### src/rtl/counter_ctrl_pkg.sv
// Shared types and default sizing for the counter_ctrl sequencing block.
package counter_ctrl_pkg;

  typedef enum logic [1:0] {
    IDLE = 2'd0,
    RUN  = 2'd1,
    HOLD = 2'd2
  } state_e;

  localparam int unsigned DEFAULT_WIDTH    = 4;
  localparam int unsigned DEFAULT_PRESCALE = 4;

endpackage

### src/rtl/counter_ctrl_sync_up_counter.sv
// Plain synchronous up-counter with clear and enable; clear beats enable.
module sync_up_counter
  import counter_ctrl_pkg::*;
#(
  parameter int unsigned WIDTH = DEFAULT_WIDTH
) (
  input  logic             clk,
  input  logic             rst,
  input  logic             clr,
  input  logic             en,
  output logic [WIDTH-1:0] q
);

  logic [WIDTH-1:0] cnt_q;

  // Count register: reset/clear to zero, otherwise step by one when enabled.
  always_ff @(posedge clk) begin
    if (rst || clr) begin
      cnt_q <= '0;
    end else if (en) begin
      cnt_q <= cnt_q + WIDTH'(1);
    end
  end

  assign q = cnt_q;

endmodule

### src/rtl/counter_ctrl.sv
// counter_ctrl: start/stop/pause sequencer around a synchronous up-counter,
// one-shot or auto-reload, with a one-cycle done pulse at terminal count.
// Optional tick prescaler enabled by defining COUNTER_CTRL_PRESCALE_EN.
module counter_ctrl
  import counter_ctrl_pkg::*;
#(
  parameter int unsigned WIDTH    = DEFAULT_WIDTH,
  parameter int unsigned PRESCALE = DEFAULT_PRESCALE
) (
  input  logic             clk,
  input  logic             rst,
  input  logic             start,
  input  logic             stop,
  input  logic             pause,
  input  logic             auto_reload,
  input  logic [WIDTH-1:0] load_val,
  output logic [WIDTH-1:0] q,
  output logic             busy,
  output logic             done
);

  if (WIDTH < 1 || PRESCALE < 1) begin : g_bad_params
    $error("counter_ctrl: WIDTH and PRESCALE must both be at least 1");
  end

  state_e           state_q, state_d;
  logic [WIDTH-1:0] term_q, term_d;
  logic             reload_q, reload_d;
  logic             done_q, done_d;
  logic             busy_q, busy_d;
  logic             cnt_clr, cnt_en;
  logic             tick;
  logic             at_term;
  logic [WIDTH-1:0] cnt;

  sync_up_counter #(
    .WIDTH(WIDTH)
  ) u_cnt (
    .clk(clk),
    .rst(rst),
    .clr(cnt_clr),
    .en (cnt_en),
    .q  (cnt)
  );

  assign at_term = (cnt == term_q);

`ifdef COUNTER_CTRL_PRESCALE_EN
  localparam int unsigned PW = (PRESCALE > 1) ? $clog2(PRESCALE) : 1;

  logic [PW-1:0] pre_q, pre_d;

  assign tick = (pre_q == PW'(PRESCALE - 1));

  // Prescaler next value: cleared on start, advances only on active RUN cycles.
  always_comb begin
    pre_d = pre_q;
    if (state_q == IDLE && start && !stop) begin
      pre_d = '0;
    end else if (state_q == RUN && !stop && !pause) begin
      pre_d = tick ? '0 : pre_q + PW'(1);
    end
  end

  // Prescaler register.
  always_ff @(posedge clk) begin
    if (rst) begin
      pre_q <= '0;
    end else begin
      pre_q <= pre_d;
    end
  end
`else
  assign tick = 1'b1;
`endif

  // Next-state, counter control and done/busy generation.
  always_comb begin
    state_d  = state_q;
    term_d   = term_q;
    reload_d = reload_q;
    done_d   = 1'b0;
    cnt_clr  = 1'b0;
    cnt_en   = 1'b0;
    case (state_q)
      IDLE: begin
        if (start && !stop) begin
          term_d   = load_val;
          reload_d = auto_reload;
          cnt_clr  = 1'b1;
          state_d  = RUN;
        end
      end
      RUN: begin
        if (stop) begin
          state_d = IDLE;
        end else if (pause) begin
          state_d = HOLD;
        end else if (tick) begin
          if (at_term) begin
            done_d = 1'b1;
            if (reload_q) begin
              cnt_clr = 1'b1;
            end else begin
              state_d = IDLE;
            end
          end else begin
            cnt_en = 1'b1;
          end
        end
      end
      HOLD: begin
        if (stop) begin
          state_d = IDLE;
        end else if (!pause) begin
          state_d = RUN;
        end
      end
      default: state_d = IDLE;
    endcase
    busy_d = (state_d != IDLE);
  end

  // Control registers.
  always_ff @(posedge clk) begin
    if (rst) begin
      state_q  <= IDLE;
      term_q   <= '0;
      reload_q <= 1'b0;
      done_q   <= 1'b0;
      busy_q   <= 1'b0;
    end else begin
      state_q  <= state_d;
      term_q   <= term_d;
      reload_q <= reload_d;
      done_q   <= done_d;
      busy_q   <= busy_d;
    end
  end

  assign q    = cnt;
  assign busy = busy_q;
  assign done = done_q;

endmodule
### config.mk
export PLATFORM = sky130hd
export DESIGN_NAME = counter_ctrl
export DESIGN_NICKNAME = d
export VERILOG_FILES = /design/src/rtl/counter_ctrl_pkg.sv /design/src/rtl/counter_ctrl_sync_up_counter.sv /design/src/rtl/counter_ctrl.sv
export SDC_FILE = /design/constraint.sdc
export NUM_CORES = 1
export LEC_CHECK = 0
export CELL_PAD_IN_SITES_DETAIL_PLACEMENT = 0
export CELL_PAD_IN_SITES_GLOBAL_PLACEMENT = 2
export CORE_MARGIN = 3
export CORE_UTILIZATION = 27
export CTS_CLUSTER_DIAMETER = 30
export DETAILED_ROUTE_END_ITERATION = 10
export PLACE_DENSITY_LB_ADDON = 0.1
export SYNTH_ARGS = -nofsm -noshare
export SYNTH_HDL_FRONTEND = slang
export SYNTH_SLANG_ARGS = --single-unit
### constraint.sdc
create_clock -name clk -period 1.7 [get_ports clk]
set_input_delay 0.255 -clock clk [delete_from_list [all_inputs] [get_ports clk]]
set_output_delay 0.255 -clock clk [all_outputs]
set_load 0.1 [all_outputs]
==> results_dict.tcl, run 1 <==
set metrics [dict create \
    insertedDiodeCount 0 \
    finalCriticalPeriod_ns 1.62 \
    cts_sinks 13 \
    yosys-top-cells-area "dfxtp_1, xor2_1, nor2_1" \
    dr.first_iter.drc_count 5 \
    crit_family "simple AND/OR/NAND/NOR gates" \
    firstDrtPassIters 4 \
    r2r_cells 4 \
    core_um2 2040 \
    cap_violations 0 \
    grt_first_pass_wirelength_mm 2.27 \
    cp_cell_sequence "xor2_2 -> or4_4 -> nor4_1 -> o22ai_1" \
    r2r-end "busy$_SDFF_PP0_" \
    final_core_util_pct 46.2 \
    crit_path_top_delay_cell "or4_4" \
    io_pins 16 \
    synth_edf_count 0 \
    rsz0062_at_grt "no" \
    synth_top_area_share_pct 42.7 \
    yosysSeqAreaShare_pct 42.7 \
    status "complete, no violations" \
    slew_viol_final 0 \
    timing.hold.ws_ns 0.518 \
    vias 511 \
    crit_buf_inv 0 \
    postCtsSetupBuffers 0 \
    fin_ws_ns 0.0822 \
    clk_latency_ns 0.27 \
    grt_pass1_vias 496 \
    synth_fp_nets 75 \
    hold_buffers 0 \
    yosysTopAreaCell "dfxtp_1" \
    routed_wl_mm 1.22 \
    ir_drop_mv 0.460 \
    fin_nets 100 \
    avgViaCountPerCell 4.44 \
    cts_max_level 1 \
    cts_made_buffers 3 \
    grt_overflow 0 \
    synth.cell_area_um2 609 \
    die_w_um 53.5 \
    hp-class "reg2reg" \
    hold_viol_final 0 \
    worst_pin_slew_ns 0.411 \
    synth_seq_cells 13 \
    whs_endpoint "u_cnt.q[1]$_SDFFE_PP0P_" \
    fin_crit_sh_pct 95.2 \
    slew_headroom_pct 72.3 \
    worst-setup-path-type "reg2reg" \
    grt_max_degree 8 \
    avgRoutedWirePerCell_um 10.6 \
    numPortBuffers 15 \
    min_from "u_cnt.q[1]$_SDFFE_PP0P_" \
    synthCells 64 \
    synth_cell_types 22 \
    setup_violations 0 \
    die-height_um 53.5 \
    synth_most_common_cell "dfxtp_1" \
    timing.fmax_mhz 618 \
    drive_gt1_share_pct 28.4 \
    p_leak_nw 0.371 \
    worstPathArrival_ns 1.76 \
    cts_buffer_depth 2 \
    crit_path_end_kind "flop" \
    tns_ns 0 \
    cp_max_fo 5 \
    regToRegSetupSlack_ns 0.08 \
    hold-path-cell-count 2 \
    synth_warnings 0 \
    ys.flop_type "dfxtp_1" \
    post_cts_resized 0 \
    drcViolationCount 0 \
    place_ws_ns -0.123 \
    clock_skew_ns 0.00193 \
    cts.clk_slew.worst_paths_ns 0.07 \
    place_congestion 0.769 \
    cts_root_buf "clkbuf_4" \
    ant_nets 0 \
    dpl.hpwl_mm 1.02 \
    synthTopCellsByCount "dfxtp_1, nor2_1, xor2_1, a21oi_1, mux2i_1" \
    synth-async-reset-ratio_pct 0 \
    rows 16 \
    required_ns 1.84 \
    antenna_found_initial 0 \
    syn_avg_cell_area_um2 9.52 \
    start_util_pct 29.8 \
    setup.worst_path.start_class "flop" \
    track_usage_pct 11.3 \
    area_delta_synth_final_pct 54.8 \
    cpPeakStageDelay_ns 0.59 \
    power_density_nw_per_um2 646 \
    cts_tree "done" \
    die_area_um2 2860 \
    rr_startpoint "u_cnt.q[0]$_SDFFE_PP0P_" \
]
[logic make-up after synthesis]
kind of cell / synth area share [%]
compound gates: 14.4
xor+xnor: 7.19
fa+ha+maj: 2.05
buf+inv: 2.46
flops: 42.7
mux: 6.57
simple gates: 24.6
[worst max-delay path by stage]
stage | startpoint | end | slack [ns] | cells after the start
finish | u_cnt.q[0]$_SDFFE_PP0P_ | busy$_SDFF_PP0_ | 0.08 | 4
floorplan | u_cnt.q[0]$_SDFFE_PP0P_ | busy$_SDFF_PP0_ | -0.002 | 4
global route | u_cnt.q[0]$_SDFFE_PP0P_ | busy$_SDFF_PP0_ | 0.003 | 4
detailed placement | pause | u_cnt.q[3]$_SDFFE_PP0P_ | -0.12 | 5
CTS | u_cnt.q[0]$_SDFFE_PP0P_ | busy$_SDFF_PP0_ | 0.07 | 4
global placement | pause | u_cnt.q[3]$_SDFFE_PP0P_ | -0.08 | 5
[power breakdown]
part	internal (mW)	switching, mW	total, mW
Combinational	0.0559	0.0522	0.108
Clock	0.0909	0.0952	0.186
Sequential	0.307	0.00780	0.315
Total	0.454	0.155	0.609
[layer usage]
| layer | part of all wire (%) | vias up | global-route usage, % |
|---|---|---|---|
| li1 | - | 276 | - |
| met1 | 47 | 221 | 14.1 |
| met2 | 44 | 12 | 16.3 |
| met3 | 7.1 | 2 | 5.07 |
| met4 | 1.5 | 0 | 5.11 |
| met5 | 0 | - | 0 |
[final cells by class]
| class | instances | area, µm² |
|---|---|---|
| clock buffers | 4 | 26.3 |
| fillers | 210 | 1100 |
| inverters | 3 | 11.3 |
| multi-input cells | 47 | 342 |
| flip-flops and latches | 13 | 275 |
| well taps | 27 | 33.8 |
| repair buffers | 21 | 255 |
[state kept, by name, indices dropped and copies added, names as in the netlist]
name and flops:
done 1, state_q 2, term_q 4, reload_q 1, busy 1, u_cnt.q 4
[cell usage in the layout (no fill, tap or decap), types with 3 or more instances in the layout]
cell / n
buf_12: 6
clkbuf_4: 3
clkdlybuf4s50_1: 9
buf_4: 6
a21oi_1: 4
mux2i_1: 4
dfxtp_4: 4
dfxtp_1: 9
xor2_1: 4
o21ai_0: 3
nand3_1: 3
nor2_1: 11
inv_1: 3
[tightest hold or removal path: stages (launching register included)]
cell	delay, ns
dfxtp_4	0.37
nand2_1	0.06
a21oi_1	0.05
[through the flow]
stage,total power [mW],cell area (µm²),instances
global route,0.650,943,115
floorplan,0.383,632,64
CTS,0.625,943,115
detailed placement,0.432,917,111
global placement,0.432,917,111
finish,0.609,943,115
No activity file was read; power rests on OpenSTA's default activity.
==> inputs of run 2 (changes only) <==
SLEW_MARGIN = 10   (was unset)
==> results of run 2 <==
No change in the layout: final DEF, timing and power equal those of run 1.
